## src/rtl/gnt_pkt_mux_if.sv

```systemverilog
// Bundle of the source-side, arbiter-side and output-side signals of gnt_pkt_mux.
// The slave modport is the mux itself; master is whoever drives sources, grant and sink.
interface gnt_pkt_mux_if #(
    parameter int NUM_REQ = 10,
    parameter int DATA_W  = 32,
    parameter int SRC_W   = $clog2(NUM_REQ)
);
    logic [NUM_REQ-1:0]        in_valid;
    logic [NUM_REQ-1:0]        in_ready;
    logic [NUM_REQ*DATA_W-1:0] in_data;
    logic [NUM_REQ-1:0]        in_last;
    logic [NUM_REQ-1:0]        arb_req;
    logic [NUM_REQ-1:0]        arb_gnt;
    logic                      out_valid;
    logic                      out_ready;
    logic [DATA_W-1:0]         out_data;
    logic                      out_last;
    logic [SRC_W-1:0]          out_src;
    logic                      gnt_err;

    modport master (
        output in_valid, in_data, in_last, arb_gnt, out_ready,
        input  in_ready, arb_req, out_valid, out_data, out_last, out_src, gnt_err
    );

    modport slave (
        input  in_valid, in_data, in_last, arb_gnt, out_ready,
        output in_ready, arb_req, out_valid, out_data, out_last, out_src, gnt_err
    );
endinterface

```

## src/rtl/gnt_pkt_mux.sv

```systemverilog
// Packet-locking mux behind a round-robin arbiter: takes one grant per packet,
// holds that source until its last beat and forwards beats through a 2-entry FIFO.
module gnt_pkt_mux #(
    parameter int NUM_REQ = 10,
    parameter int DATA_W  = 32,
    parameter int SRC_W   = $clog2(NUM_REQ)
) (
    input  logic          clk,
    input  logic          rst,
    gnt_pkt_mux_if.slave  bus
);
    typedef enum logic {ST_IDLE, ST_LOCKED} state_t;

    state_t             r_state, w_state_next;
    logic [SRC_W-1:0]   r_owner, w_owner_next;
    logic [1:0]         r_count;
    logic [DATA_W-1:0]  r_buf_data [2];
    logic               r_buf_last [2];
    logic [SRC_W-1:0]   r_buf_src  [2];
    logic               r_wptr, r_rptr;
    logic               r_gnt_err;

    logic [DATA_W-1:0]  w_in_data [NUM_REQ];
    logic [NUM_REQ-1:0] w_req, w_gnt_m;
    logic [SRC_W-1:0]   w_gnt_idx, w_sel;
    logic               w_space, w_idle, w_gnt_any, w_sel_ok;
    logic               w_push, w_pop, w_push_last, w_fault;
    logic [DATA_W-1:0]  w_push_data;

    genvar gi;
    generate
        for (gi = 0; gi < NUM_REQ; gi++) begin : g_src
            assign w_in_data[gi]   = bus.in_data[gi*DATA_W +: DATA_W];
            assign bus.in_ready[gi] = w_sel_ok && (w_sel == SRC_W'(gi));
        end
    endgenerate

    // Space looks only at the registered occupancy, so out_ready never reaches in_ready/arb_req.
    assign w_space = (r_count < 2'd2);
    assign w_idle  = (r_state == ST_IDLE);
    assign w_req   = bus.in_valid & {NUM_REQ{w_idle && w_space && !rst}};
    assign bus.arb_req = w_req;

    assign w_gnt_m   = bus.arb_gnt & w_req;
    assign w_gnt_any = |w_gnt_m;

    always_comb begin
        w_gnt_idx = '0;
        for (int i = NUM_REQ - 1; i >= 0; i--) begin
            if (w_gnt_m[i]) begin
                w_gnt_idx = SRC_W'(i);
            end
        end
    end

    assign w_sel       = w_idle ? w_gnt_idx : r_owner;
    assign w_sel_ok    = !rst && w_space && (w_idle ? w_gnt_any : 1'b1);
    assign w_push      = w_sel_ok && bus.in_valid[w_sel];
    assign w_push_data = w_in_data[w_sel];
    assign w_push_last = bus.in_last[w_sel];
    assign w_pop       = (r_count != 2'd0) && bus.out_ready;

    // Multi-hot grant, grant to a non-valid source, or any grant nobody asked for.
    assign w_fault = (|(bus.arb_gnt & (bus.arb_gnt - NUM_REQ'(1))))
                   || (|(bus.arb_gnt & ~bus.in_valid))
                   || ((|bus.arb_gnt) && !(|w_req));

    always_comb begin
        w_state_next = r_state;
        w_owner_next = r_owner;
        if (w_push) begin
            if (w_push_last) begin
                w_state_next = ST_IDLE;
            end else begin
                w_state_next = ST_LOCKED;
                w_owner_next = w_sel;
            end
        end
    end

    always_ff @(posedge clk) begin
        if (rst) begin
            r_state   <= ST_IDLE;
            r_owner   <= '0;
            r_count   <= 2'd0;
            r_wptr    <= 1'b0;
            r_rptr    <= 1'b0;
            r_gnt_err <= 1'b0;
            for (int i = 0; i < 2; i++) begin
                r_buf_data[i] <= '0;
                r_buf_last[i] <= 1'b0;
                r_buf_src[i]  <= '0;
            end
        end else begin
            r_state   <= w_state_next;
            r_owner   <= w_owner_next;
            r_gnt_err <= r_gnt_err | w_fault;
            case ({w_push, w_pop})
                2'b10:   r_count <= r_count + 2'd1;
                2'b01:   r_count <= r_count - 2'd1;
                default: r_count <= r_count;
            endcase
            if (w_push) begin
                r_buf_data[r_wptr] <= w_push_data;
                r_buf_last[r_wptr] <= w_push_last;
                r_buf_src[r_wptr]  <= w_sel;
                r_wptr             <= ~r_wptr;
            end
            if (w_pop) begin
                r_rptr <= ~r_rptr;
            end
        end
    end

    assign bus.out_valid = (r_count != 2'd0);
    assign bus.out_data  = r_buf_data[r_rptr];
    assign bus.out_last  = r_buf_last[r_rptr];
    assign bus.out_src   = r_buf_src[r_rptr];
    assign bus.gnt_err   = r_gnt_err;
endmodule

```

## src/flat_wrapper.sv

```systemverilog
// flat-port wrapper written by rule: the top's interface ports become plain ports
module gnt_pkt_mux_flat 
#(
    parameter int NUM_REQ = 10,
    parameter int DATA_W  = 32,
    parameter int SRC_W   = $clog2(NUM_REQ)
)
  (clk, rst, bus_in_valid, bus_in_data, bus_in_last, bus_arb_gnt, bus_out_ready, bus_in_ready, bus_arb_req, bus_out_valid, bus_out_data, bus_out_last, bus_out_src, bus_gnt_err);
  gnt_pkt_mux_if #(.NUM_REQ(NUM_REQ), .DATA_W(DATA_W), .SRC_W(SRC_W)) bus_i ();
  input  logic clk;
  input  logic rst;
  input wire logic [$bits(bus_i.in_valid)-1:0] bus_in_valid;
  input wire logic [$bits(bus_i.in_data)-1:0] bus_in_data;
  input wire logic [$bits(bus_i.in_last)-1:0] bus_in_last;
  input wire logic [$bits(bus_i.arb_gnt)-1:0] bus_arb_gnt;
  input wire logic [$bits(bus_i.out_ready)-1:0] bus_out_ready;
  output wire logic [$bits(bus_i.in_ready)-1:0] bus_in_ready;
  output wire logic [$bits(bus_i.arb_req)-1:0] bus_arb_req;
  output wire logic [$bits(bus_i.out_valid)-1:0] bus_out_valid;
  output wire logic [$bits(bus_i.out_data)-1:0] bus_out_data;
  output wire logic [$bits(bus_i.out_last)-1:0] bus_out_last;
  output wire logic [$bits(bus_i.out_src)-1:0] bus_out_src;
  output wire logic [$bits(bus_i.gnt_err)-1:0] bus_gnt_err;
  assign bus_i.in_valid = bus_in_valid;
  assign bus_i.in_data = bus_in_data;
  assign bus_i.in_last = bus_in_last;
  assign bus_i.arb_gnt = bus_arb_gnt;
  assign bus_i.out_ready = bus_out_ready;
  assign bus_in_ready = bus_i.in_ready;
  assign bus_arb_req = bus_i.arb_req;
  assign bus_out_valid = bus_i.out_valid;
  assign bus_out_data = bus_i.out_data;
  assign bus_out_last = bus_i.out_last;
  assign bus_out_src = bus_i.out_src;
  assign bus_gnt_err = bus_i.gnt_err;
  gnt_pkt_mux #(.NUM_REQ(NUM_REQ), .DATA_W(DATA_W), .SRC_W(SRC_W)) u_core (.clk(clk), .rst(rst), .bus(bus_i));
endmodule
```

## config.mk

```make
export PLATFORM = sky130hd
export DESIGN_NAME = gnt_pkt_mux_flat
export DESIGN_NICKNAME = d
export VERILOG_FILES = /design/src/rtl/gnt_pkt_mux_if.sv /design/src/rtl/gnt_pkt_mux.sv /design/src/flat_wrapper.sv
export SDC_FILE = /design/constraint.sdc
export NUM_CORES = 1
export LEC_CHECK = 0
export BUFFER_PORTS_ARGS = -buffer_cell sky130_fd_sc_hd__buf_2
export CAP_MARGIN = 20
export CORE_AREA = 5 5 155 157
export CTS_BUF_LIST = sky130_fd_sc_hd__clkbuf_4 sky130_fd_sc_hd__clkbuf_8 sky130_fd_sc_hd__clkbuf_16
export CTS_CLUSTER_SIZE = 40
export DETAILED_ROUTE_END_ITERATION = 10
export DIE_AREA = 0 0 160 162
export PLACE_DENSITY = 0.6
export REMOVE_ABC_BUFFERS = 1
export SETUP_SLACK_MARGIN = 0.1
export SLEW_MARGIN = 5
export SYNTH_ARGS = -nofsm -noshare
export SYNTH_HDL_FRONTEND = slang
export SYNTH_SLANG_ARGS = --single-unit
```

## constraint.sdc

```tcl
create_clock -name clk -period 3.85 [get_ports clk]
set_input_delay 0.77 -clock clk [delete_from_list [all_inputs] [get_ports clk]]
set_output_delay 0.77 -clock clk [all_outputs]
set_load 0.02 [all_outputs]
```

---- Word level (Yosys, flattened, before mapping) ----
Memories as Yosys holds them, arrays and structs flattened. A register that Yosys moved wholly into a read port is not among the register bits.
Index checks and enable logic that the tools add are counted.
operators by class
  add/sub/neg operators ................... 3
  eq/ne operators ......................... 11
  bitwise gates (word level) .............. 11
  magnitude comparators ................... 3
  reductions and logical operators ........ 33
  $mul .................................... 0
  shift-type cells ........................ 0
  multiplexer cells ....................... 41
  div/mod/pow operators ................... 0
operators with widths
  cell                                                                   number
  32-bit binary-select mux with 4-bit select                             1
  32-bit two-way mux                                                     3
  10-bit OR reduction                                                    5
  4-bit two-way mux                                                      12
  10-bit bitwise AND                                                     4
  32-bit OR reduction                                                    1
  1-bit two-way mux                                                      22
  1-bit logical AND                                                      17
  4-bit by 3-bit == test with 1-bit output (second input constant)       4
  10-bit NOT                                                             1
  10-bit by 1-bit subtractor with 10-bit output (second input constant)  1
  1-bit binary-select mux with 4-bit select                              2
  4-bit by 2-bit == test with 1-bit output (second input constant)       2
  4-bit == test (second input constant)                                  2
  5-bit greater-or-equal comparator (second input constant)              1
  4-bit by 5-bit < comparator with 1-bit output (second input constant)  1
  4-bit NOT with 5-bit output                                            1
  4-bit by 1-bit == test with 1-bit output (second input constant)       1
  4-bit logical NOT                                                      1
  1-bit NOT                                                              4
  2-bit case mux with 2 select lines                                     1
  2-bit nonzero test                                                     2
  4-bit OR reduction                                                     1
  2-bit by 1-bit adder with 2-bit output (second input constant)         1
  other kinds (9)                                                        11
word-level totals
  bits of input ports ..................... 353
  bits in read-only memories .............. 0
  memories ................................ 3
  bits in writable memories ............... 74
  latch bits .............................. 0
  output and inout bits ................... 59
  word-level logic and storage cells ...... 111
  flip-flop bits (word level) ............. 10
memories
  memory             words  width  read ports  clocked after Yosys merged registers in  write ports  line               source
  u_core.r_buf_data  2      32     1           1                                        2            gnt_pkt_mux.sv:17  logic [DATA_W-1:0] r_buf_data [2];
  u_core.r_buf_src   2      4      1           1                                        2            gnt_pkt_mux.sv:19  logic [SRC_W-1:0] r_buf_src [2];
  u_core.r_buf_last  2      1      1           1                                        2            gnt_pkt_mux.sv:18  logic r_buf_last [2];

---- Longest topological paths before layout ----
Gate-level depths: netlist (run 1).
  word-level depth ........................ 24
  mapped depth ............................ 12

---- Worst setup path before layout (run 1) ----
OpenSTA, ideal clock, no wires.
  path kind ............................... input port to flip-flop
  from .................................... in bus_arb_gnt[5]
  to ...................................... mem u_core.r_buf_data[0][0] (enable)
  data arrival time ....................... 3.369 ns
  stages .................................. 9
  path slack .............................. 0.081 ns
  data required time ...................... 3.450 ns
  cell sequence ........................... a22oi_1 > nor2b_1 > o22ai_4 > buf_6 > mux2i_1 > a22oi_2 > o2111ai_1 > or3_1 > nand2b_1
RTL lines
  what         line                source
  from (decl)  flat_wrapper.sv:15  input wire logic [$bits(bus_i.arb_gnt)-1:0] bus_arb_gnt;
  to (decl)    gnt_pkt_mux.sv:17

---- Final worst setup path (run 1) ----
  from .................................... reg u_core.r_state
  to ...................................... out bus_in_ready[6]
on the way
  cells in the longest elaborated chain, start to end .. 18
  elaborated cells on any way between the ends .. 21
RTL lines
  what                                      line                source
  from (decl)                               gnt_pkt_mux.sv:14   state_t r_state, w_state_next;
  from (signal assigned)                    gnt_pkt_mux.sv:95   r_state <= w_state_next;
  1-bit NOT                                 gnt_pkt_mux.sv:40   assign w_idle = (r_state == ST_IDLE);
  1-bit logical AND (2 in a row)            gnt_pkt_mux.sv:41   assign w_req = bus.in_valid & {NUM_REQ{w_idle && w_space && !rst}};
  10-bit bitwise AND                        gnt_pkt_mux.sv:41
  10-bit bitwise AND                        gnt_pkt_mux.sv:44   assign w_gnt_m = bus.arb_gnt & w_req;
  4-bit two-way mux (10 in a row)           gnt_pkt_mux.sv:50   if (w_gnt_m[i]) begin
  4-bit two-way mux                         gnt_pkt_mux.sv:56   assign w_sel = w_idle ? w_gnt_idx : r_owner;
  4-bit by 3-bit == test with 1-bit output  gnt_pkt_mux.sv:34   assign bus.in_ready[gi] = w_sel_ok && (w_sel == SRC_W'(gi));
  1-bit logical AND *                       gnt_pkt_mux.sv:34
  to (decl)                                 flat_wrapper.sv:17  output wire logic [$bits(bus_i.in_ready)-1:0] bus_in_ready;
Every way passes the cells marked *; elsewhere a longest branch is shown, timed or not.

==> out/results.ini, run 1 <==
[clock_network]
clock_sinks=85
cts_hold_buf=0
cts_buffer_depth=2
htree_levels=3
cts_buffers=9
insertion_delay_ps=340
cts_resized=0
cts.clk_slew.worst_paths_ps=60
ctsRootBufferMaster=clkbuf_16
tritoncts=yes
cts_setup_buffers=0

[timing]
finalSetupTns_ps=0
setup_slack_ps=330
relSlewSlack_pct=49.6
hold_viol_final=0
hold_ws_ps=487
finalCritPeriodShare_pct=91.4
fmax_mhz=284
rsz0062_at_grt=false
setup_viol=0
finalMaxSlewViolations=0
tightest_slew_ps=750
finClkSkew_ps=8.79
post-route-min-period_ps=3520

[floorplan]
num_rows=55
die_h_um=162
dieArea_sq_um=25900
design.core.area_sq_um=22400
die-width_um=160
io_pins=412
start_util_pct=32.1

[finish]
area_delta_synth_final_pct=38.4
fin_cells=1412
final_nets=1476
design_area_sq_um=9930
diodes=0
final_util_pct=44.4
layout-drive-gt1-share_pct=44.7

[placed_design]
pre_cts_slack_ps=135
dp_hpwl_mm=20.5
io_buffers=411
dp_cells=1396
place_area_sq_um=9650
place.gp.congestion=0.856

[synthesis]
synth_top_family_by_area=multiplexers
yosys.area_share.xor_xnor_pct=0.366
synth_compound_area_share_pct=11.8
async_flop_share_pct=0
synthMuxAreaShare_pct=34.1
ys_types=53
mappedNetlistArea_sq_um=7180
synthSimpleGateAreaFrac_pct=15.7
ys_ff_latch=85
yosysSeqAreaShare_pct=34.0
syn_avg_cell_area_sq_um=9.80
yosys_warnings=0
synth_edf_count=74
synthAdderAreaFrac_pct=0.453
syn_inst=732
yosys_most_used_dff=edfxtp_1

[power]
p_int_mw=2.49
p_switching_mw=1.57
power_mw=4.06
pwr-share-comb_pct=49.1
power_leakage_nw=5.52
pwr-share-seq_pct=30.5
clock_power_share_pct=20.4
p_sw_share_pct=38.7
vdd_ir_drop_max_mv=0.218
pwr_density_cell_nw_per_um2=409

[global_routing]
grtUsageTotal_pct=19.0
antenna_found_initial=0
grt_pass1_vias=7362
grt_max_degree=71
gr-total-overflow=0
grt_pass1_wl_mm=39.5

[critical_path]
required_ps=3080
cp_max_fo=12
critPathLaunch=u_core.r_state
cp_cell_sequence=nor3_2, and2_4, o22ai_4, buf_12, nor4_1, nand2_1, nor2_1, buf_2
crit_path_top_delay_cell=nor3_2
slowest_delay_ps=540
critical_path_class=reg -> out
critPathArrivalTime_ps=2750
crit_path_end_kind=output pin
timing.rr.start=u_core.r_state
critPathLaunchType=flip-flop

[routing]
drc=0
routedWlPerCell_um=18.5
firstDrtPassIters=6
first_iter_violations=346
drt-total-wl_mm=26.1
vias=7147
drt-vias-per-instance=5.06
antenna_left=0

[flow_run]
drv_cap=0

[status]
outcome=complete, no violations

[min_path]
min_from=u_core.r_owner[0]
min_path_type=reg -> reg

-- final timing paths --
kind	cells after the start	slack (ps)	to
worst min register to register	2	490	u_core.r_owner[0]
worst min-delay path	2	490	u_core.r_owner[0]
worst max-delay path	8	330	bus_in_ready[6]
worst max register to register	9	490	u_core.r_buf_data[0][14]
-- power groups by stage --
stage	clock network (mW)	registers [mW]	logic, mW
3_5_place_dp	0	1.26	2.02
6_report	0.828	1.24	2.00
4_1_cts	0.854	1.24	2.03
3_3_place_gp	0	1.26	2.01
2_1_floorplan	0	1.28	1.34
5_1_grt	0.901	1.25	2.18
-- critical path, delay by kind of cell, from the launching register on --
family	cells	cell delay [ps]
compound gates	1	100
flops	1	460
simple gates	5	1460
buf+inv	2	380
-- cell type report --
class	count	area [sq um]
Multi-Input combinational cell	586	4520
Clock inverter	7	58.8
Sequential cell	85	2440
Fill cell	2238	12400
Timing Repair Buffer	433	2300
Tap cell	285	357
Inverter	7	26.3
Clock buffer	9	225
-- state kept, by name, indices dropped and copies added (netlist names), named ones only --
signal / flops
u_core.bus.gnt_err: 1
u_core.r_state: 1
u_core.r_count: 2
u_core.r_buf_data: 64
u_core.r_rptr: 1
u_core.r_buf_last: 2
u_core.r_wptr: 1
u_core.r_owner: 4
u_core.r_buf_src: 8
-- placed cells by master, fill, tap and decap left out, drive strengths merged, types with 3 or more instances in the layout --
cell,netlist,final
mux2,38,38
nand3,3,3
o21a,3,3
a21oi,15,15
inv,7,10
or3,4,4
o21ai,41,41
dfxtp,11,11
nand2b,7,7
edfxtp,74,74
clkbuf,34,9
clkinv,0,3
nor3,13,13
nand2,80,80
nor2,19,19
a22oi,6,6
buf,20,433
and2,78,78
nor4,5,5
a32oi,33,33
mux2i,201,201
nor2b,5,5
-- cells in the mapped netlist (2+ instances only) --
cell type,count,area [sq um]
a211o_1,2,17.5
a21boi_0,2,15.0
a21oi_1,15,75.1
a221oi_1,2,17.5
a22oi_1,5,37.5
a31oi_1,2,12.5
a32oi_1,33,289
and2_1,77,482
and3_1,2,12.5
buf_1,4,15.0
buf_2,15,75.1
clkbuf_1,34,128
dfxtp_1,11,220
edfxtp_1,74,2220
inv_1,7,26.3
maj3_1,2,20.0
mux2_2,37,417
mux2i_1,201,2010
nand2_1,80,300
nand2b_1,7,43.8
nand3_1,3,15.0
nand4_1,2,12.5
nor2_1,19,71.3
nor2b_1,5,31.3
nor3_1,11,55.1
nor3_2,2,20.0
nor4_1,5,31.3
o2111ai_1,2,17.5
o21a_1,3,22.5
o21ai_0,39,195
o21ai_1,2,10.0
or2_2,2,12.5
or3_1,4,25.0
xnor2_1,2,17.5
-- cells by family (layout without fill, tap and decap cells) --
logic type               Yosys count  after routing
AO/OA/AOI/OAI                    120            120
XOR/XNOR                           3              3
adder cells (fa/ha/maj)            3              3
buffers and inverters             61            456
flip-flops                        85             85
multiplexers                     239            239
AND/OR/NAND/NOR                  221            221
-- routing by layer --
metal  part of all wire [%]  track usage (%)  vias to the layer above
met5                      0                0                        -
met4                    2.6             6.18                        0
met3                    8.3             5.43                       38
met2                     49             32.8                      308
met1                     40             22.8                     3290
li1                       -                -                     3511
No activity file was read; power rests on OpenSTA's default activity.
==> run 2, diff against run 1 <==
--- a/config.mk
+++ b/config.mk
@@ -7,12 +7,12 @@
 export LEC_CHECK = 0
 export BUFFER_PORTS_ARGS = -buffer_cell sky130_fd_sc_hd__buf_2
 export CAP_MARGIN = 20
-export CORE_AREA = 5 5 155 157
+export CORE_AREA = 2 2 161 163
 export CTS_BUF_LIST = sky130_fd_sc_hd__clkbuf_4 sky130_fd_sc_hd__clkbuf_8 sky130_fd_sc_hd__clkbuf_16
 export CTS_CLUSTER_SIZE = 40
 export DETAILED_ROUTE_END_ITERATION = 10
-export DIE_AREA = 0 0 160 162
-export PLACE_DENSITY = 0.6
+export DIE_AREA = 0 0 163 165
+export PLACE_DENSITY = 0.54
 export REMOVE_ABC_BUFFERS = 1
 export SETUP_SLACK_MARGIN = 0.1
 export SLEW_MARGIN = 5
==> out/results.ini, run 2 (synthesis gave the netlist of run 1 again) <==
[placed_design]
dp_cells=1454
io_buffers=411
place.gp.congestion=0.886
dp_hpwl_mm=20.1

[clock_network]
cts_setup_buffers=0
cts_buffers=9
htree_levels=3
cts_hold_buf=0
cts_buffer_depth=2
tritoncts=yes
insertion_delay_ps=340
cts.clk_slew.worst_paths_ps=60
ctsRootBufferMaster=clkbuf_16
clock_sinks=85
cts_resized=0

[routing]
firstDrtPassIters=5
drt-total-wl_mm=25.3
drc=0
vias=7131
antenna_left=0
first_iter_violations=346
drt-vias-per-instance=4.85
routedWlPerCell_um=17.2

[finish]
reg_top3=u_core.r_buf_data x64, u_core.r_buf_src x8, u_core.r_owner x4
diodes=0
fin_cells=1470
area_delta_synth_final_pct=40.9
layout-drive-gt1-share_pct=45.4
final_common_cell=buf_2
final_nets=1489
n_fill_cell=2586
final_cell_mix=buf_2 (411), mux2i_1 (201), nand2_1 (79)
largest_reg_flops=64
largest_register=u_core.r_buf_data
final_util_pct=40.4

[power]
pwr-share-comb_pct=48.1
vdd_ir_drop_max_mv=0.213
pwr-share-seq_pct=29.3
clock_power_share_pct=22.5
power_mw=4.21
power_leakage_nw=5.59
p_sw_share_pct=37.0
p_int_mw=2.65
p_switching_mw=1.56
pwr_density_cell_nw_per_um2=416

[global_routing]
antenna_found_initial=0
grt_max_degree=51
gr-total-overflow=0
grtUsageTotal_pct=18.3
grt_pass1_vias=7162
grt_pass1_wl_mm=38.1

[floorplan]
io_pins=412
design.core.area_sq_um=25000
die-width_um=163
num_rows=58
start_util_pct=28.7
die_h_um=165
dieArea_sq_um=26900

[critical_path]
crit_path_end_kind=output pin
critical_path_class=in -> out
critPathLaunchType=input port
cp_max_fo=16
rr_worst_depth=11
required_ps=3080
critPathArrivalTime_ps=2710

[timing]
finClkSkew_ps=7.78
fmax_mhz=287
hold_viol_final=0
finalCritPeriodShare_pct=90.4
post-route-min-period_ps=3480
relSlewSlack_pct=62.9
tightest_slew_ps=554
setup_viol=0
rsz0062_at_grt=false
finalMaxSlewViolations=0

[flow_run]
drv_cap=0

[min_path]
hold_path_depth=2
min_path_type=reg -> reg

[status]
outcome=complete, no violations

-- run 2: changes by cell type in the layout (fill, tap and decap cells not counted) --
| cell | change |
|---|---|
| bufinv_16 | +2 |
| clkinvlp_4 | +1 |
| clkinv_4 | -2 |
| clkbuf_4 | +2 |
| buf_12 | -1 |
| clkinv_2 | -1 |
| inv_8 | -1 |
| buf_4 | +14 |
| inv_6 | -1 |
-- run 2: cell type report --
type | instances | area, sq um | area share (%)
Multi-Input combinational cell | 586 | 4520 | 44.7
Clock inverter | 5 | 83.8 | 0.829
Timing Repair Buffer | 446 | 2380 | 23.6
Sequential cell | 85 | 2440 | 24.2
Tap cell | 330 | 413 | 4.08
Inverter | 7 | 26.3 | 0.260
Clock buffer | 11 | 240 | 2.38
-- run 2: power by group through the flow --
stage / registers, mW / logic (mW) / clock network [mW]
floorplan: 1.28 / 1.34 / 0
global placement: 1.25 / 2.04 / 0
detailed placement: 1.26 / 2.06 / 0
CTS: 1.24 / 2.06 / 0.974
global route: 1.25 / 2.22 / 1.02
finish: 1.24 / 2.02 / 0.949
-- run 2: final timing paths --
check / start / to / slack (ps)
setup / recovery: rst / bus_in_ready[9] / 370
setup reg to reg: u_core.r_state / u_core.r_buf_data[1][12] / 830
hold / removal: u_core.r_owner[0] / u_core.r_owner[0] / 490
hold reg to reg: u_core.r_owner[0] / u_core.r_owner[0] / 490
-- run 2: critical path, stage by stage --
cell	delay (ps)
buf_2	110
buf_4	180
or3_1	470
o31ai_2	580
nand2_1	130
nor3_1	240
buf_2	220
-- run 2: layer usage --
metal / GRT usage (%) / up-vias / share of wire, %
met4: 4.22 / 0 / 0.89
met5: 0 / - / 0
met3: 3.34 / 15 / 7.2
li1: - / 3539 / -
met1: 22.0 / 3284 / 42
met2: 33.8 / 293 / 50
-- run 2: metrics by stage --
step | TNS, ps | worst slack [ps] | instance area [sq um] | hold slack (ps)
6_report | 0 | 370 | 10100 | 491
5_1_grt | 0 | 192 | 10100 | 544
4_1_cts | 0 | 315 | 10100 | 497
3_5_place_dp | 0 | 321 | 9790 | 486
3_3_place_gp | 0 | 291 | 9790 | 476
2_1_floorplan | -772050 | -5220 | 6950 | 452
